<file path="src/rtl/execute_stage_if.sv">
// Operand/control bundle between the decode/sequencer side and the EX stage.
// The master drives decoded operands; the slave returns results and stall.
interface execute_stage_if;
  logic [2:0]  stage;
  logic [3:0]  aluop;
  logic [31:0] operandA;
  logic [31:0] operandB;
  logic [15:0] immediate;
  logic        aluSrc;
  logic        memRead_in;
  logic        memWrite_in;
  logic [31:0] aluresult;
  logic        zero;
  logic [7:0]  memaddress;
  logic [31:0] invalue;
  logic        memRead;
  logic        memWrite;
  logic        stall;
  logic        done;

  modport master (
    output stage, aluop, operandA, operandB,
    output immediate, aluSrc, memRead_in, memWrite_in,
    input  aluresult, zero, memaddress, invalue,
    input  memRead, memWrite, stall, done
  );

  modport slave (
    input  stage, aluop, operandA, operandB,
    input  immediate, aluSrc, memRead_in, memWrite_in,
    output aluresult, zero, memaddress, invalue,
    output memRead, memWrite, stall, done
  );
endinterface

</file>
<file path="src/rtl/execute_stage.sv">
// EX stage of the multicycle MIPS datapath; drives the data memory port.
// Define EXEC_MULT_EN to build the iterative shift-add MUL and its stall.
module execute_stage #(
  parameter logic [2:0] EX_STAGE   = 3'd2,
  parameter int         MUL_CYCLES = 32
) (
  input logic clock,
  input logic reset,
  execute_stage_if.slave bus
);

  localparam logic [3:0] OP_AND = 4'b0000;
  localparam logic [3:0] OP_OR  = 4'b0001;
  localparam logic [3:0] OP_ADD = 4'b0010;
  localparam logic [3:0] OP_SUB = 4'b0110;
  localparam logic [3:0] OP_SLT = 4'b0111;
  localparam logic [3:0] OP_NOR = 4'b1100;
`ifdef EXEC_MULT_EN
  localparam logic [3:0] OP_MUL = 4'b1000;
  localparam int CW = $clog2(MUL_CYCLES + 1);
`endif

`ifdef EXEC_MULT_EN
  typedef enum logic [1:0] {IDLE, MUL, WAIT} state_t;
`else
  typedef enum logic [1:0] {IDLE, WAIT} state_t;
`endif

  state_t state;
  state_t state_n;

  logic        ex_hit;
  logic        is_mul;
  logic        cap;
  logic [31:0] b_sel;
  logic [31:0] alu_val;

  logic [31:0] res_q;
  logic        zero_q;
  logic [31:0] inval_q;
  logic        mr_q;
  logic        mw_q;
  logic        done_q;

  logic is_and, is_or, is_add;
  logic is_sub, is_slt, is_nor;

`ifdef EXEC_MULT_EN
  logic [31:0] mcand;
  logic [31:0] mplier;
  logic [31:0] acc;
  logic [31:0] acc_n;
  logic [CW-1:0] cnt;
  logic        last;
`endif

  assign ex_hit = (bus.stage == EX_STAGE);

  assign b_sel = bus.aluSrc
               ? {{16{bus.immediate[15]}}, bus.immediate}
               : bus.operandB;

  assign is_and = (bus.aluop == OP_AND);
  assign is_or  = (bus.aluop == OP_OR);
  assign is_add = (bus.aluop == OP_ADD);
  assign is_sub = (bus.aluop == OP_SUB);
  assign is_slt = (bus.aluop == OP_SLT);
  assign is_nor = (bus.aluop == OP_NOR);

`ifdef EXEC_MULT_EN
  assign is_mul = (bus.aluop == OP_MUL);
`else
  assign is_mul = 1'b0;
`endif

  // Single-cycle ALU; MUL and unknown codes fall through to zero here.
  always_comb begin
    alu_val = 32'd0;
    unique case (1'b1)
      is_and: alu_val = bus.operandA & b_sel;
      is_or:  alu_val = bus.operandA | b_sel;
      is_add: alu_val = bus.operandA + b_sel;
      is_sub: alu_val = bus.operandA - b_sel;
      is_slt: alu_val = {31'd0,
                $signed(bus.operandA) < $signed(b_sel)};
      is_nor: alu_val = ~(bus.operandA | b_sel);
      default: alu_val = 32'd0;
    endcase
  end

`ifdef EXEC_MULT_EN
  assign acc_n = mplier[0] ? acc + mcand : acc;
  assign last  = (cnt == CW'(MUL_CYCLES - 1));
`endif

  always_ff @(posedge clock) begin
    if (reset) state <= IDLE;
    else       state <= state_n;
  end

  always_comb begin
    state_n = state;
    cap     = 1'b0;
    case (state)
      IDLE: begin
        if (ex_hit) begin
          cap     = 1'b1;
`ifdef EXEC_MULT_EN
          state_n = is_mul ? MUL : WAIT;
`else
          state_n = WAIT;
`endif
        end
      end
`ifdef EXEC_MULT_EN
      MUL: begin
        if (last) state_n = WAIT;
      end
`endif
      WAIT: begin
        if (!ex_hit) state_n = IDLE;
      end
      default: state_n = IDLE;
    endcase
  end

  always_ff @(posedge clock) begin
    if (reset) begin
      res_q   <= 32'd0;
      zero_q  <= 1'b0;
      inval_q <= 32'd0;
      mr_q    <= 1'b0;
      mw_q    <= 1'b0;
      done_q  <= 1'b0;
    end else begin
      done_q <= 1'b0;
      if (cap) begin
        inval_q <= bus.operandB;
        mr_q    <= bus.memRead_in;
        mw_q    <= bus.memWrite_in;
        if (!is_mul) begin
          res_q  <= alu_val;
          zero_q <= (alu_val == 32'd0);
          done_q <= 1'b1;
        end
      end
`ifdef EXEC_MULT_EN
      if (state == MUL && last) begin
        res_q  <= acc_n;
        zero_q <= (acc_n == 32'd0);
        done_q <= 1'b1;
      end
`endif
    end
  end

`ifdef EXEC_MULT_EN
  // Reset clears the partial product so an aborted MUL leaves no trace.
  always_ff @(posedge clock) begin
    if (reset) begin
      mcand  <= 32'd0;
      mplier <= 32'd0;
      acc    <= 32'd0;
      cnt    <= '0;
    end else if (cap && is_mul) begin
      mcand  <= bus.operandA;
      mplier <= b_sel;
      acc    <= 32'd0;
      cnt    <= '0;
    end else if (state == MUL) begin
      acc    <= acc_n;
      mcand  <= mcand << 1;
      mplier <= mplier >> 1;
      cnt    <= cnt + 1'b1;
    end
  end

  assign bus.stall = !reset &&
    ((state == IDLE && ex_hit && is_mul) ||
     state == MUL);
`else
  assign bus.stall = 1'b0;
`endif

  assign bus.aluresult  = res_q;
  assign bus.zero       = zero_q;
  assign bus.memaddress = res_q[7:0];
  assign bus.invalue    = inval_q;
  assign bus.memRead    = mr_q;
  assign bus.memWrite   = mw_q;
  assign bus.done       = done_q;

endmodule

</file>
<file path="src/flat_wrapper.sv">
// flat-port wrapper written by rule: the top's interface ports become plain ports
module execute_stage_flat 
#(
  parameter logic [2:0] EX_STAGE   = 3'd2,
  parameter int         MUL_CYCLES = 32
)
  (clock, reset, bus_stage, bus_aluop, bus_operandA, bus_operandB, bus_immediate, bus_aluSrc, bus_memRead_in, bus_memWrite_in, bus_aluresult, bus_zero, bus_memaddress, bus_invalue, bus_memRead, bus_memWrite, bus_stall, bus_done);
  execute_stage_if bus_i ();
  input logic clock;
  input logic reset;
  input wire logic [$bits(bus_i.stage)-1:0] bus_stage;
  input wire logic [$bits(bus_i.aluop)-1:0] bus_aluop;
  input wire logic [$bits(bus_i.operandA)-1:0] bus_operandA;
  input wire logic [$bits(bus_i.operandB)-1:0] bus_operandB;
  input wire logic [$bits(bus_i.immediate)-1:0] bus_immediate;
  input wire logic [$bits(bus_i.aluSrc)-1:0] bus_aluSrc;
  input wire logic [$bits(bus_i.memRead_in)-1:0] bus_memRead_in;
  input wire logic [$bits(bus_i.memWrite_in)-1:0] bus_memWrite_in;
  output wire logic [$bits(bus_i.aluresult)-1:0] bus_aluresult;
  output wire logic [$bits(bus_i.zero)-1:0] bus_zero;
  output wire logic [$bits(bus_i.memaddress)-1:0] bus_memaddress;
  output wire logic [$bits(bus_i.invalue)-1:0] bus_invalue;
  output wire logic [$bits(bus_i.memRead)-1:0] bus_memRead;
  output wire logic [$bits(bus_i.memWrite)-1:0] bus_memWrite;
  output wire logic [$bits(bus_i.stall)-1:0] bus_stall;
  output wire logic [$bits(bus_i.done)-1:0] bus_done;
  assign bus_i.stage = bus_stage;
  assign bus_i.aluop = bus_aluop;
  assign bus_i.operandA = bus_operandA;
  assign bus_i.operandB = bus_operandB;
  assign bus_i.immediate = bus_immediate;
  assign bus_i.aluSrc = bus_aluSrc;
  assign bus_i.memRead_in = bus_memRead_in;
  assign bus_i.memWrite_in = bus_memWrite_in;
  assign bus_aluresult = bus_i.aluresult;
  assign bus_zero = bus_i.zero;
  assign bus_memaddress = bus_i.memaddress;
  assign bus_invalue = bus_i.invalue;
  assign bus_memRead = bus_i.memRead;
  assign bus_memWrite = bus_i.memWrite;
  assign bus_stall = bus_i.stall;
  assign bus_done = bus_i.done;
  execute_stage #(.EX_STAGE(EX_STAGE), .MUL_CYCLES(MUL_CYCLES)) u_core (.clock(clock), .reset(reset), .bus(bus_i));
endmodule
</file>
<file path="config.mk">
export PLATFORM = sky130hd
export DESIGN_NAME = execute_stage_flat
export DESIGN_NICKNAME = d
export VERILOG_FILES = /design/src/rtl/execute_stage_if.sv /design/src/rtl/execute_stage.sv /design/src/flat_wrapper.sv
export SDC_FILE = /design/constraint.sdc
export NUM_CORES = 1
export LEC_CHECK = 0
export CAP_MARGIN = 20
export CORE_MARGIN = 4
export CORE_UTILIZATION = 30
export CTS_CLUSTER_DIAMETER = 150
export DETAILED_ROUTE_END_ITERATION = 16
export SYNTH_ARGS = -nofsm -noshare
export SYNTH_HDL_FRONTEND = slang
export SYNTH_SLANG_ARGS = --single-unit
export TNS_END_PERCENT = 1
</file>
<file path="constraint.sdc">
create_clock -name clock -period 12.7 [get_ports clock]
set_clock_uncertainty 0.15 [all_clocks]
set_input_delay 2.54 -clock clock [delete_from_list [all_inputs] [get_ports clock]]
set_output_delay 2.54 -clock clock [all_outputs]
set_load 0.02 [all_outputs]
</file>
# After elaboration in Yosys (flattened, before gate mapping)
# Index checks and enable logic that the tools add are counted.
dict set report word_totals {
  wordCells 34
  mem_bits_rw 0
  output_inout_bits 77
  latchBits 0
  register_bits 70
  memories 0
  input_bits 92
  mem_bits_ro 0
}
dict set report classes {
  n_bitwise 3
  n_lt_le_gt_ge 1
  n_div 0
  shift 0
  addsub 2
  eq_ne 9
  mux 8
  mul 0
  n_reduce_logical 4
}
# op n
set op_table {}
lappend op_table {{one-hot mux 32 bit (6 select lines)} 1}
lappend op_table {{adder 32 bit} 1}
lappend op_table {{AND 32 bit} 1}
lappend op_table {{zero test 32 bit} 1}
lappend op_table {{< comparator 32 bit} 1}
lappend op_table {{two-way mux 32 bit} 1}
lappend op_table {{inverter 32 bit} 1}
lappend op_table {{bitwise OR 32 bit} 1}
lappend op_table {{subtractor 32 bit} 1}
lappend op_table {{== test 4 x 3 -> 1 bit (second input constant)} 2}
lappend op_table {{== test 4 x 1 -> 1 bit (second input constant)} 1}
lappend op_table {{== test 4 x 2 -> 1 bit (second input constant)} 1}
lappend op_table {{== test 4 bit (second input constant)} 1}
lappend op_table {{zero test 4 bit} 1}
lappend op_table {{two-way mux 2 bit} 2}
lappend op_table {{one-hot mux 2 bit (2 select lines)} 1}
lappend op_table {{== test 3 x 2 -> 1 bit (second input constant)} 1}
lappend op_table {{two-way mux 1 bit} 3}
lappend op_table {{== test 2 x 1 -> 1 bit (second input constant)} 1}
lappend op_table {{zero test 2 bit} 1}
lappend op_table {{inequality test 2 x 1 -> 1 bit (second input constant)} 1}
lappend op_table {{inequality test 2 bit (second input constant)} 1}
lappend op_table {{AND reduction 2 bit} 1}

# Longest topological paths before layout
dict set report depth {
  word_depth 5
  ltp_mapped 18
  depth_no_buf 16
}

# Worst setup path after synthesis
# No wires, ideal clock.
dict set report synth_path {
  path_kind {input -> register}
  start {input bus_aluSrc}
  end {register u_core.zero_q, in the netlist u_core.bus.zero}
  setup_ns 0.088
  n_path_buf 2
  arrival_time_ns 6.304
  required_ns 12.462
  path_stages 16
  slack_ns 6.158
  path_cell_list {clkbuf_1 > clkbuf_1 > mux2i_1 > inv_1 > fa_1 > nor3_2 > o31ai_4 > nor4_1 > o311ai_1 > a21bo_2 > nor4b_1 > nor3_1 > nand3_1 > nor4_1 > nand4_1 > o32ai_2}
}
dict set report synth_via {
  elab_chain_len 5
  word_cells_on_any_way 9
  cone_classes {2 x add/sub; 1 x order compare; 2 x mux; 3 x bitwise; 1 x reduce/logical}
}
# element line_no
set synth_rtl {}
lappend synth_rtl {{from (decl)} flat_wrapper.sv:16} ;# input wire logic [$bits(bus_i.aluSrc)-1:0] bus_aluSrc;
lappend synth_rtl {{two-way mux 32 bit (*)} execute_stage.sv:60} ;# ? {{16{bus.immediate[15]}}, bus.immediate}
lappend synth_rtl {{parallel branches: the longest is 2 deep, another holds subtractor 32 bit} --}
lappend synth_rtl {{one-hot mux 32 bit (6 select lines) (*)} execute_stage.sv:79} ;# unique case (1'b1)
lappend synth_rtl {{zero test 32 bit (*)} execute_stage.sv:143} ;# zero_q <= (alu_val == 32'd0);
lappend synth_rtl {{to (signal assigned)} execute_stage.sv:143}
lappend synth_rtl {{to (decl)} execute_stage.sv:39} ;# logic zero_q;
# Mark *: on every way between the ends.
# A chain may end at the register's enable or synchronous reset.

# Worst setup path after layout
# Ends and elaborated chain as after synthesis.

==> results.txt <==
Vias per std cell - 5.60
Largest net degree at the start of global routing - 71
Initial antenna violation count - 0
Most common cell in the netlist - nor2_1
Clock Path Buffers - 2
Cts bufs inserted - 9
Final worst slack - 5.04 ns
Layout Utilization - 0.374
Vias in the first global route - 8799
Die area - 0.0321 mm2
Clock Sinks - 69
Gr usage total - 0.202
Max Fclk - 130 MHz
Slew HR - 0.353
Wire per inst - 20.4 um
Root Buffer - clkbuf_16
Core area - 0.0288 mm2
Syn nets - 1344
ANT nets after route - 0
DRT Pass-1 Iters - 5
Initial Util - 0.305
Layer with the highest usage - met2
Met2 GRT Util - 0.338
Outcome - finished clean
Startpoint Class - input port
Largest cells by area after synthesis - dfxtp_1 16%, ha_1 15%, mux2i_1 7.1%
Mapped Cells - 1144
GRT met3 Usage - 0.0358
Hold Violations, Final - 0
FF+latch count, synth - 69
Clock period minus worst slack - 7.66 ns
Post-CTS Setup Bufs - 0
Post-DP HPWL - 25.0 mm
Fraction of layout instances using a drive strength above 1 - 0.0601
Simple-Gate Fraction of Synth Area - 0.200
Largest family of logic cells by synthesized area - compound AO/OA/AOI/OAI gates
Max-slew violations - 0
Worst slew pin tran - 0.958 ns
Mux contribution to synthesized area - 0.0707
Synth warn - 0
Maximum vdd drop - 0.0000586 V
Syn Area/Cell - 7.68 um2
Setup Viol. Count Final - 0
PortBufs - 167
Post-synth top cells - 126 x nor2_1, 106 x ha_1, 98 x inv_1
Gp weighted congestion - 0.950
Synth cell types - 98
Setup TNS - 0 ns
Max-cap viol count - 0
Hold buffer count at cts - 0
N_diodes - 0
Pre-CTS setup slack - 3.88 ns
Die Y - 179 um
Remaining global-route overflow - 0
Post-synthesis compound-gate area fraction - 0.292
XOR/XNOR Fraction of Synth Area - 0.0170
Post-synth EDFFs - 0
Cell row count - 62
RSZ-0062 raised after global routing - no
Arrival time worst endpoint - 7.77 ns
Worst-path maximum fanout - 17
Synth Area in Adders - 0.156
Part of the cycle the worst path needs - 0.603
Clk pin slew, worst setup/hold paths - 0.06 ns
First-pass GRT wire length - 50.9 mm
Synth Cell Area - 0.00878 mm2
Total Power - 972 uW
H-Tree Depth - 3
# nets final - 1443
Leakage - 0.00426 uW
Total I/O pin count - 169
CTS tree - yes
Horiz. Die Dim - 179 um
Register area share after synthesis - 0.157
Final WL - 33.2 mm
Synth top area share - 0.157
Clk Latency, worst-skew pair - 0.34 ns
Req. time, crit path - 12.81 ns
Area Overhead vs Synth - 22.7%
1st-iter DRT viols - 617
Routed vias - 9129
Post-CTS Resized - 0
# DRC - 0
Async set-or-reset flop fraction in the synthesized netlist - 0
Main flop type after synthesis - dfxtp_1
GR Util met1 - 0.266
Crit Path Class - input port to register
Largest area contributor in the netlist - dfxtp_1
Pwr dens - 90.3 mW/mm2
Crit. End Element - register
Hold Path Class - register to register
-- power by group --
group,switching [uW],internal [uW],total [uW],leakage [uW]
combinational,276,180,456,0.00356
clock,121,158,279,0.000145
sequential,7.63,230,238,0.000561
total,404,568,972,0.00426
-- registers in the layout, indices dropped and copies added, names as in the netlist --
signal                flops
u_core.bus.memWrite       1
u_core.bus.invalue       32
u_core.state              1
u_core.bus.done           1
u_core.bus.memRead        1
u_core.bus.zero           1
u_core.bus.aluresult     32
-- layer usage --
layer / vias up / share of wire
met5: - / 0
met4: 0 / 0.028
met3: 48 / 0.078
met2: 414 / 0.47
met1: 4308 / 0.42
li1: 4359 / -
-- worst paths after layout --
path                                                            from                              endpoint  slack [ns]  depth (start not counted)
worst max-delay path                                      bus_aluSrc          u_core.bus.zero$_SDFFE_PP0P_        5.04                         15
worst min-delay path            u_core.bus.aluresult[8]$_SDFFE_PP0P_  u_core.bus.aluresult[8]$_SDFFE_PP0P_        0.32                          2
worst max register to register          u_core.state[0]$_SDFFE_PP0P_          u_core.bus.zero$_SDFFE_PP0P_        9.05                         11
worst min register to register  u_core.bus.aluresult[8]$_SDFFE_PP0P_  u_core.bus.aluresult[8]$_SDFFE_PP0P_        0.32                          2
-- stage by stage --
| step | area [um2] | hold slack [ns] | std cells |
|---|---|---|---|
| 3_3_place_gp | 10400 | 0.313 | 1615 |
| 4_1_cts | 10700 | 0.323 | 1630 |
| 2_1_floorplan | 8780 | 0.329 | 1144 |
| 5_1_grt | 10800 | 0.346 | 1631 |
| 3_5_place_dp | 10400 | 0.313 | 1615 |
| 6_report | 10800 | 0.322 | 1631 |
-- final cells by class --
class / count / area (um2)
Multi-Input combinational cell: 886 / 6480
Tap cell: 384 / 480
Timing Repair Buffer: 176 / 1750
Inverter: 101 / 379
Sequential cell: 69 / 1380
Clock inverter: 5 / 60.1
Clock buffer: 10 / 239
Fill cell: 3033 / 18000
-- logic make-up after synthesis --
family,Yosys count
buf+inv,189
mux,62
other cells,1
xor+xnor,17
flops,69
simple gates,341
compound gates,357
fa+ha+maj,108
-- layout by cell type, fill, tap and decap left out, types with 12 or more instances in the layout --
cell	netlist	layout
o22ai_1	22	22
o21ai_0	38	38
a211oi_1	29	29
mux2i_1	62	62
inv_1	98	98
nor2b_1	19	19
nand3_1	20	20
a21oi_1	87	87
ha_1	106	105
a21o_1	13	13
nand2_1	51	51
dfxtp_1	69	69
a22oi_1	30	30
clkdlybuf4s50_1	0	165
o22a_1	12	12
a221oi_1	12	12
nor3_1	26	26
nor4_1	20	20
xnor2_1	13	13
nor2_1	126	126
-- critical path: stages --
cell and delay (ns):
clkdlybuf4s50_1 0.78, clkinv_1 0.66, a21oi_1 0.52, ha_1 0.39, a21oi_1 0.24, o311ai_0 0.26, a221o_1 0.44, a31oi_1 0.33
and2_1 0.18, a31oi_1 0.08, a211oi_1 0.46, nand4_1 0.14, nor4_1 0.36, nand4_1 0.17, o32ai_2 0.21
(Power assumes the default switching activity.)
